===== config.mk =====
export PLATFORM = sky130hd
export DESIGN_NAME = multi_rangefinder
export DESIGN_NICKNAME = d
export VERILOG_FILES = /design/src/rtl/rangefinder_pkg.sv /design/src/rtl/rangefinder_lane.sv /design/src/rtl/multi_rangefinder.sv
export SDC_FILE = /design/constraint.sdc
export NUM_CORES = 1
export LEC_CHECK = 0
export ABC_CLOCK_PERIOD_IN_PS = 6900
export CAP_MARGIN = 5
export CELL_PAD_IN_SITES_DETAIL_PLACEMENT = 1
export CELL_PAD_IN_SITES_GLOBAL_PLACEMENT = 2
export CORE_MARGIN = 5
export CORE_UTILIZATION = 36
export DETAILED_ROUTE_END_ITERATION = 10
export PLACE_DENSITY = 0.83
export SLEW_MARGIN = 25
export SYNTH_ARGS = -nofsm -noshare
export SYNTH_HDL_FRONTEND = slang
export SYNTH_SLANG_ARGS = --single-unit

===== constraint.sdc =====
create_clock -name clock -period 6.9 [get_ports clock]
set_input_delay 1.035 -clock clock [delete_from_list [all_inputs] [get_ports clock]]
set_output_delay 1.035 -clock clock [all_outputs]
set_load 0.01 [all_outputs]

===== src/rtl/rangefinder_pkg.sv =====
// Shared types and limits for the multi-lane range finder.
// Optional feature macro: RANGEFINDER_COUNT_EN (per-lane sample counter).
package rangefinder_pkg;

    typedef enum logic {
        IDLE = 1'b0,
        RUN  = 1'b1
    } lane_state_t;

    localparam int MIN_WIDTH    = 2;
    localparam int MIN_CHANNELS = 1;
    localparam int MIN_CNT_W    = 1;

endpackage


===== src/rtl/rangefinder_lane.sv =====
// One range-finder lane: min/max tracking FSM with registered outputs.
// Optional feature macro: RANGEFINDER_COUNT_EN (saturating sample counter).
module rangefinder_lane
    import rangefinder_pkg::*;
#(
    parameter int WIDTH = 16
`ifdef RANGEFINDER_COUNT_EN
    ,
    parameter int CNT_W = 8
`endif
) (
    input  logic             clock,
    input  logic             reset_n,
    input  logic [WIDTH-1:0] sample,
    input  logic             valid,
    input  logic             go,
    input  logic             finish,
    output logic [WIDTH-1:0] range,
    output logic             range_valid,
`ifdef RANGEFINDER_COUNT_EN
    output logic [CNT_W-1:0] sample_count,
`endif
    output logic             debug_error
);

    lane_state_t      state, state_nxt;
    logic [WIDTH-1:0] min_q, min_nxt, min_m;
    logic [WIDTH-1:0] max_q, max_nxt, max_m;
    logic             seen_q, seen_nxt, seen_m;
    logic [WIDTH-1:0] range_q, range_nxt;
    logic             rv_q, rv_nxt;
    logic             err_q, err_nxt;
`ifdef RANGEFINDER_COUNT_EN
    localparam logic [CNT_W-1:0] CNT_MAX = '1;
    logic [CNT_W-1:0] cnt_q, cnt_nxt, cnt_m;
    logic [CNT_W-1:0] cnt_out_q, cnt_out_nxt;
`endif

    // Min/max with the current sample folded in; first sample seeds both.
    always_comb begin
        min_m  = min_q;
        max_m  = max_q;
        seen_m = seen_q | valid;
        if (valid) begin
            if (!seen_q || sample < min_q) min_m = sample;
            if (!seen_q || sample > max_q) max_m = sample;
        end
    end

`ifdef RANGEFINDER_COUNT_EN
    // Saturating count of valid samples including the current one.
    always_comb begin
        cnt_m = cnt_q;
        if (valid && cnt_q != CNT_MAX) cnt_m = cnt_q + 1'b1;
    end
`endif

    // Next-state and output decode for the IDLE/RUN protocol.
    always_comb begin
        state_nxt = state;
        min_nxt   = min_q;
        max_nxt   = max_q;
        seen_nxt  = seen_q;
        range_nxt = range_q;
        rv_nxt    = 1'b0;
        err_nxt   = err_q;
`ifdef RANGEFINDER_COUNT_EN
        cnt_nxt     = cnt_q;
        cnt_out_nxt = cnt_out_q;
`endif
        unique case (state)
            IDLE: begin
                if (go && !finish) begin
                    state_nxt = RUN;
                    err_nxt   = 1'b0;
                    seen_nxt  = valid;
                    if (valid) begin
                        min_nxt = sample;
                        max_nxt = sample;
                    end
`ifdef RANGEFINDER_COUNT_EN
                    cnt_nxt = CNT_W'(valid);
`endif
                end else if (finish) begin
                    err_nxt = 1'b1;
                end
            end
            RUN: begin
                min_nxt  = min_m;
                max_nxt  = max_m;
                seen_nxt = seen_m;
`ifdef RANGEFINDER_COUNT_EN
                cnt_nxt = cnt_m;
`endif
                if (go) err_nxt = 1'b1;
                if (finish) begin
                    state_nxt = IDLE;
                    rv_nxt    = 1'b1;
                    if (seen_m) begin
                        range_nxt = max_m - min_m;
                    end else begin
                        range_nxt = '0;
                        err_nxt   = 1'b1;
                    end
`ifdef RANGEFINDER_COUNT_EN
                    cnt_out_nxt = cnt_m;
`endif
                end
            end
            default: state_nxt = IDLE;
        endcase
    end

    // Lane state and output registers.
    always_ff @(posedge clock or negedge reset_n) begin
        if (!reset_n) begin
            state   <= IDLE;
            min_q   <= '0;
            max_q   <= '0;
            seen_q  <= 1'b0;
            range_q <= '0;
            rv_q    <= 1'b0;
            err_q   <= 1'b0;
`ifdef RANGEFINDER_COUNT_EN
            cnt_q     <= '0;
            cnt_out_q <= '0;
`endif
        end else begin
            state   <= state_nxt;
            min_q   <= min_nxt;
            max_q   <= max_nxt;
            seen_q  <= seen_nxt;
            range_q <= range_nxt;
            rv_q    <= rv_nxt;
            err_q   <= err_nxt;
`ifdef RANGEFINDER_COUNT_EN
            cnt_q     <= cnt_nxt;
            cnt_out_q <= cnt_out_nxt;
`endif
        end
    end

    assign range       = range_q;
    assign range_valid = rv_q;
    assign debug_error = err_q;
`ifdef RANGEFINDER_COUNT_EN
    assign sample_count = cnt_out_q;
`endif

endmodule


===== src/rtl/multi_rangefinder.sv =====
// Multi-channel range finder: CHANNELS independent lanes on flat buses.
// Optional feature macro: RANGEFINDER_COUNT_EN (adds sample_count port).
module multi_rangefinder
    import rangefinder_pkg::*;
#(
    parameter int WIDTH    = 16,
    parameter int CHANNELS = 4,
    parameter int CNT_W    = 8
) (
    input  logic                      clock,
    input  logic                      reset_n,
    input  logic [CHANNELS*WIDTH-1:0] data_in,
    input  logic [CHANNELS-1:0]       valid,
    input  logic [CHANNELS-1:0]       go,
    input  logic [CHANNELS-1:0]       finish,
    output logic [CHANNELS*WIDTH-1:0] range,
    output logic [CHANNELS-1:0]       range_valid,
`ifdef RANGEFINDER_COUNT_EN
    output logic [CHANNELS*CNT_W-1:0] sample_count,
`endif
    output logic [CHANNELS-1:0]       debug_error
);

    if (WIDTH < MIN_WIDTH) begin : g_bad_width
        $error("multi_rangefinder: WIDTH below minimum");
    end
    if (CHANNELS < MIN_CHANNELS) begin : g_bad_channels
        $error("multi_rangefinder: CHANNELS below minimum");
    end
    if (CNT_W < MIN_CNT_W) begin : g_bad_cnt_w
        $error("multi_rangefinder: CNT_W below minimum");
    end

    for (genvar i = 0; i < CHANNELS; i++) begin : g_lane
        rangefinder_lane #(
            .WIDTH (WIDTH)
`ifdef RANGEFINDER_COUNT_EN
            ,
            .CNT_W (CNT_W)
`endif
        ) u_lane (
            .clock        (clock),
            .reset_n      (reset_n),
            .sample       (data_in[i*WIDTH +: WIDTH]),
            .valid        (valid[i]),
            .go           (go[i]),
            .finish       (finish[i]),
            .range        (range[i*WIDTH +: WIDTH]),
            .range_valid  (range_valid[i]),
`ifdef RANGEFINDER_COUNT_EN
            .sample_count (sample_count[i*CNT_W +: CNT_W]),
`endif
            .debug_error  (debug_error[i])
        );
    end

endmodule

==> results of run 1 <==
logic make-up (layout without fill, tap and decap cells):
logic type               Yosys count  in the layout  share of synthesized area (%)
AO/OA/AOI/OAI                    724            724                           27.5
multiplexers                     113            113                           7.04
adder cells (fa/ha/maj)          166            166                           11.8
buffers and inverters            291            421                           6.67
other                              0              1                              0
flip-flops                       208            208                           29.4
AND/OR/NAND/NOR                  516            516                           13.2
XOR/XNOR                          88             88                           4.36
layer usage:
metal / wire length (um) / global-route usage (%) / part of all wire, % / vias up
met4: 1350 / 5.15 / 2.4 / 0
met3: 2000 / 2.90 / 3.5 / 83
met5: 0 / 0 / 0 / -
met1: 26400 / 27.5 / 46 / 8200
li1: - / - / - / 7891
met2: 27500 / 36.4 / 48 / 268
layout make-up:
type                            instances  area [sq um]
Clock buffer                           35           778
Antenna cell                            1          2.50
Multi-Input combinational cell       1607         11400
Clock inverter                         13           169
Inverter                              176           661
Tap cell                              664           831
Fill cell                            5714         27900
Sequential cell                       208          5200
Timing Repair Buffer                  197          1870
cells in the final DEF, fill, tap and decap left out, types with 7 or more instances in the layout:
cell and instances:
o211ai_1 22, nand2_1 219, nor3_1 18, clkdlybuf4s50_1 148, a22o_1 27, nand2b_1 12
clkbuf_16 29, a21oi_1 140, o31ai_1 15, a22oi_1 17, o21ai_0 195, o221ai_1 10
a221oi_1 26, nand4_1 20, a211o_1 9, nor2b_1 16, dfrtp_1 208, xor2_1 38
ha_1 150, nor4_1 7, a21o_1 42, clkinv_2 8, o21ai_1 11, mux2_2 88
buf_4 47, a211oi_1 32, o21a_1 15, nor2_1 144, mux2i_1 24, o2111ai_1 9
and2_1 10, o22ai_1 18, a311oi_1 11, xnor2_1 50, maj3_1 10, and3_1 7
a31oi_1 21, inv_1 176, nand3_1 30
how the worst max path moves through the flow:
| stage | startpoint | to | cells after the start |
|---|---|---|---|
| after floorplan | data_in[14] | g_lane[0].u_lane.range[14]$_DFFE_PN0P_ | 19 |
| after global placement | data_in[9] | g_lane[0].u_lane.range[14]$_DFFE_PN0P_ | 20 |
| after detailed placement | data_in[9] | g_lane[0].u_lane.range[14]$_DFFE_PN0P_ | 20 |
| after CTS | data_in[9] | g_lane[0].u_lane.range[14]$_DFFE_PN0P_ | 20 |
| after global routing | data_in[9] | g_lane[0].u_lane.range[14]$_DFFE_PN0P_ | 20 |
| final | data_in[9] | g_lane[0].u_lane.range[14]$_DFFE_PN0P_ | 20 |
cells in the mapped netlist, types with 23 or more instances:
library cell / number / area, sq um
nand2_1: 219 / 822
dfrtp_1: 208 / 5200
o21ai_0: 196 / 981
inv_1: 176 / 661
ha_1: 150 / 1880
a21oi_1: 146 / 731
nor2_1: 145 / 544
mux2_2: 88 / 991
clkbuf_1: 68 / 255
xnor2_1: 50 / 438
a21o_1: 42 / 315
xor2_1: 38 / 333
a211oi_1: 32 / 240
nand3_1: 30 / 150
a22o_1: 27 / 236
a221oi_1: 26 / 228
mux2i_1: 24 / 240
buf_2: 23 / 115
sequential cells by signal (all words and copies together), names as in the netlist, named ones only:
name                       count
g_lane.u_lane.max_q           64
g_lane.u_lane.range           64
g_lane.u_lane.range_valid      4
g_lane.u_lane.min_q           61
g_lane.u_lane.state            4
g_lane.u_lane.seen_q           4
g_lane.u_lane.debug_error      4
power by group through the flow:
stage | sequential, mW | combinational (mW) | clock, mW
detailed placement | 2.11 | 5.46 | 0
global placement | 2.08 | 5.30 | 0
CTS | 2.09 | 5.49 | 1.57
global route | 2.17 | 6.07 | 1.62
finish | 2.09 | 5.47 | 1.52
floorplan | 2.05 | 3.74 | 0
metrics by stage:
stage          instances  area, sq um  power (mW)  setup slack [ns]
3_5_place_dp        2852        19900        7.57             0.421
6_report            2901        20900        9.07             0.946
3_3_place_gp        2852        19900        7.38             0.551
2_1_floorplan       2106        17700        5.79              1.11
5_1_grt             2901        20900        9.85             0.476
4_1_cts             2900        20900        9.16              1.01
==> summary.txt, run 1 <==
Run status
  – Status: finished, final reports clean

Timing
  – Fmax: 168 MHz
  – Tcrit/Tclk final: 86.3%
  – Clock Skew: 0.0103 ns
  – Final setup violation count: 0
  – Count of final hold-check violations: 0
  – Setup TNS: 0 ns
  – Slew at the pin closest to its max-slew limit: 1.01 ns
  – Tmin final: 5.95 ns
  – Hold WS: 0.442 ns
  – Slew headroom: 32.5%
  – RSZ-0062 raised after global routing: false
  – Slew Viols, Final: 0

Drt
  – # DRC: 0
  – Vias: 16400
  – Via density: 5.67
  – Drt total wl: 57.3 mm
  – Pre-Repair DR Iteration Count: 5
  – Post-DR wirelength/cell: 19.7 um
  – DRT iter0 DRCs: 898
  – Antenna viol nets, final: 0

Yosys
  – Syn_area_per_cell: 8.40 sq um
  – Synth Cell Area: 0.0177 sq mm
  – Ys flop type: dfrtp_1
  – Yosys cell types: 103
  – Yosys warning total: 0
  – #FFs+latches synth: 208
  – Post-synth ARST share: 100%
  – Seq/Total Area, Yosys: 29.4%
  – Synth Net Count: 2338
  – Gate Count Post-Synth: 2106
  – Post-synth EDFFs: 0

Clocking
  – Clk sinks: 208
  – Post_cts resized: 0
  – H-tree Lvls: 1
  – CTS tree: done
  – TritonCTS buffer count: 28
  – CTS max path bufs: 3
  – Postcts setup bufs: 0
  – Cts hold-fix bufs: 0
  – Root Driver: clkbuf_16
  – Clk Latency, worst-skew pair: 0.56 ns
  – Clock transition at the registers of the reported paths: 0.06 ns

Worst setup path
  – Worst r2r src: g_lane[2].u_lane.min_q[5]$_DFFE_PN0P_
  – Crit Path Max Fanout: 11
  – RR Endpoint: g_lane[2].u_lane.range[14]$_DFFE_PN0P_
  – R2R setup slack: 1.48 ns
  – Critical Path RT: 7.35 ns
  – Worst reg-to-reg path cell count: 23
  – Crit path cell chain: clkdlybuf4s50_1, ha_1, nand4_1, nor2_1, a221oi_1, a31o_2, mux2i_1, ha_1, inv_1, fa_1, o32a_1, a221oi_1, o31ai_1, nor2_1, a2bb2oi_1, and4b_1, nor3_2, a21oi_1, xor2_1, a22o_1
  – CP startpoint kind: primary input
  – Top delay family on crit path: compound AO/OA/AOI/OAI gates
  – CP peak stage delay: 0.72 ns
  – Worst Path Arrival: 6.40 ns
  – Slowest stage cell, crit path: clkdlybuf4s50_1
  – Crit end category: flop
  – Critical path buffers and inverters: 2
  – Critical setup path kind: in -> reg

Final layout
  – Area delta synth->final: 18.1%
  – Final core occ: 42.8%
  – Final nets: 2450
  – Layout cell share with drive strength beyond 1: 10.4%

Placement
  – HPWL after DPL: 42.5 mm
  – Port Buffers: 149
  – Gpl congestion: 0.863

Pwr
  – Switching portion of total power: 45.0%
  – Seq pwr share: 23.0%
  – Clk network pwr share: 16.7%
  – VDD IR-drop max: 0.219 mV
  – Int Pwr: 4.99 mW
  – P_leak: 9.24 nW
  – Pwr dens: 434 mW/mm^2
  – Combinational share of power: 60.2%
  – Net Switching: 4.08 mW

Die
  – Core area: 0.0487 sq mm
  – Core Rows: 81
  – Die Wd: 232 um
  – Ports: 150
  – Die area: 0.0537 sq mm
  – Die Height: 232 um
  – Initial Utilization: 36.3%

Global routing
  – Largest net degree at the start of global routing: 130
  – Global-route wire length before repair: 93.0 mm
  – Antenna violations before repair: 1
  – Total grt overflow: 0
  – Number of global-route vias before repair: 17300
  – GRT Util Overall: 20.9%

Worst hold path
  – Worst min path class: in -> async

Job
  – Max cap viols: 0
Power figures use the tool's default switching activity.
==> run 2, diff against run 1 <==
- PLACE_DENSITY: 0.83 -> 0.92
==> summary.txt, run 2 (synthesis gave the netlist of run 1 again) <==
Clocking
  – CTS tree: done
  – Clock transition at the registers of the reported paths: 0.06 ns (about the same)
  – Root Driver: clkbuf_16
  – Cts hold-fix bufs: 0 (unchanged)
  – Postcts setup bufs: 0 (unchanged)
  – CTS max path bufs: 3 (unchanged)
  – Clk Latency, worst-skew pair: 0.57 ns (about the same)
  – H-tree Lvls: 1 (unchanged)
  – TritonCTS buffer count: 29 (+3.6%)
  – Post_cts resized: 0 (unchanged)
  – Clk sinks: 208 (unchanged)

Worst setup path
  – Critical Path RT: 7.34 ns (about the same)
  – Worst r2r src: g_lane[2].u_lane.min_q[5]$_DFFE_PN0P_
  – Worst reg-to-reg path cell count: 23 (unchanged)
  – Crit. path cell count: 23 (+15%)
  – Critical path buffers and inverters: 3 (+1)
  – Crit path cell chain: clkdlybuf4s50_1, ha_1, a21o_1, a21o_1, a21o_1, a211oi_1, o211a_1, o21ai_0, and2_1, inv_1, ha_1, inv_1, fa_1, a31oi_1, o31a_1, o221ai_1, a22oi_1, o221ai_1, a2bb2oi_2, a211oi_1, o41ai_1, a211oi_1, nand3b_1
  – Slowest stage cell, crit path: clkdlybuf4s50_1
  – RR Endpoint: g_lane[2].u_lane.range[14]$_DFFE_PN0P_
  – CP startpoint kind: primary input
  – Critical setup path kind: in -> reg
  – Crit Path Max Fanout: 8 (-3)
  – Top delay family on crit path: compound AO/OA/AOI/OAI gates
  – Worst Path Arrival: 6.45 ns (+0.05 ns)
  – CP peak stage delay: 0.66 ns (-0.06 ns)
  – R2R setup slack: 1.43 ns (-0.05 ns)
  – Crit end category: flop

Drt
  – Drt total wl: 57.5 mm (+0.37%)
  – DRT iter0 DRCs: 989 (+10%)
  – Via density: 5.74 (+1.3%)
  – # DRC: 0 (unchanged)
  – Antenna viol nets, final: 0 (unchanged)
  – Vias: 16700 (+1.8%)
  – Post-DR wirelength/cell: 19.7 um (about the same)
  – Pre-Repair DR Iteration Count: 5 (unchanged)

Pwr
  – P_leak: 9.31 nW (+0.77%)
  – VDD IR-drop max: 0.224 mV (+2.0%)
  – Pwr dens: 440 mW/mm^2 (+1.4%)

Timing
  – Slew at the pin closest to its max-slew limit: 1.05 ns (+0.0375 ns)
  – Slew Viols, Final: 0 (unchanged)
  – Setup TNS: 0 ns (unchanged)
  – Tcrit/Tclk final: 87.1% (+0.83 points)
  – Setup slack after layout: 0.889 ns (-0.0573 ns)
  – Count of final hold-check violations: 0 (unchanged)
  – Hold WS: 0.445 ns (+0.00336 ns)
  – Final setup violation count: 0 (unchanged)
  – Tmin final: 6.01 ns (+0.0573 ns)
  – Fmax: 166 MHz (-0.95%)
  – RSZ-0062 raised after global routing: false
  – Slew headroom: 30.2% (-2.3 points)
  – Clock Skew: 0.0175 ns (+0.00720 ns)

Die
  – Core Rows: 81 (unchanged)
  – Die Height: 232 um (unchanged)
  – Die Wd: 232 um (unchanged)
  – Die area: 0.0537 sq mm (unchanged)
  – Core area: 0.0487 sq mm (unchanged)
  – Ports: 150 (unchanged)
  – Initial Utilization: 36.3% (unchanged)

Global routing
  – Antenna violations before repair: 2 (+1)
  – GRT Util Overall: 20.9% (-0.046 points)
  – Global-route wire length before repair: 93.4 mm (+0.43%)
  – Largest net degree at the start of global routing: 107 (-18%)
  – Number of global-route vias before repair: 17400 (+0.39%)
  – Total grt overflow: 0 (unchanged)

Run status
  – Status: finished, final reports clean

Worst hold path
  – Worst min path class: in -> async

Final layout
  – Commonest cells after routing, fill and taps aside: nand2_1 (219), dfrtp_1 (208), o21ai_0 (194)
  – Leading cell type in the layout, fill and taps excluded: nand2_1
  – Final nets: 2457 (+0.29%)
  – Layout cell share with drive strength beyond 1: 10.7% (+0.31 points)
  – Final core occ: 43.2% (+0.31 points)
  – Area delta synth->final: 18.9%

Placement
  – Gpl congestion: 0.878 (+1.7%)
  – HPWL after DPL: 43.1 mm (+1.3%)
  – Port Buffers: 149 (unchanged)
  – Setup Slack @ Placement: 0.417 ns (-0.00365 ns)

Job
  – Max cap viols: 0 (unchanged)
[run 2: worst max-delay path by stage]
stage | start | end
floorplan | data_in[14] | g_lane[0].u_lane.range[14]$_DFFE_PN0P_
global placement | data_in[9] | g_lane[0].u_lane.range[14]$_DFFE_PN0P_
detailed placement | data_in[37] | g_lane[2].u_lane.range[14]$_DFFE_PN0P_
CTS | data_in[37] | g_lane[2].u_lane.range[14]$_DFFE_PN0P_
global route | data_in[37] | g_lane[2].u_lane.range[14]$_DFFE_PN0P_
finish | data_in[37] | g_lane[2].u_lane.range[14]$_DFFE_PN0P_
[run 2: area by class of cell]
cell class                      instances  area, sq um
Fill cell                            5761        27700
Multi-Input combinational cell       1607        11400
Sequential cell                       208         5200
Timing Repair Buffer                  203         1910
Clock buffer                           42          875
Tap cell                              664          831
Inverter                              176          661
Clock inverter                         11          185
Antenna cell                            2         5.00
[run 2: stage by stage]
| stage | cells | instance area [sq um] | power [mW] |
|---|---|---|---|
| floorplan | 2106 | 17700 | 5.79 |
| global placement | 2858 | 20000 | 7.35 |
| detailed placement | 2858 | 20000 | 7.57 |
| CTS | 2911 | 21000 | 9.32 |
| global route | 2911 | 21000 | 10.0 |
| finish | 2913 | 21000 | 9.26 |
[run 2: power by group]
group          internal, mW  switching, mW
clock network          1.06          0.597
registers              1.67          0.431
logic                  2.40           3.11
[run 2: per-layer routing]
layer	global-route usage (%)	part of all wire (%)	vias up	routed length (um)
li1	-	-	7910	-
met1	27.8	45	8364	26000
met5	0	0.012	-	7
met2	35.6	47	353	27200
met4	5.54	2.7	2	1540
met3	3.14	4.6	102	2670
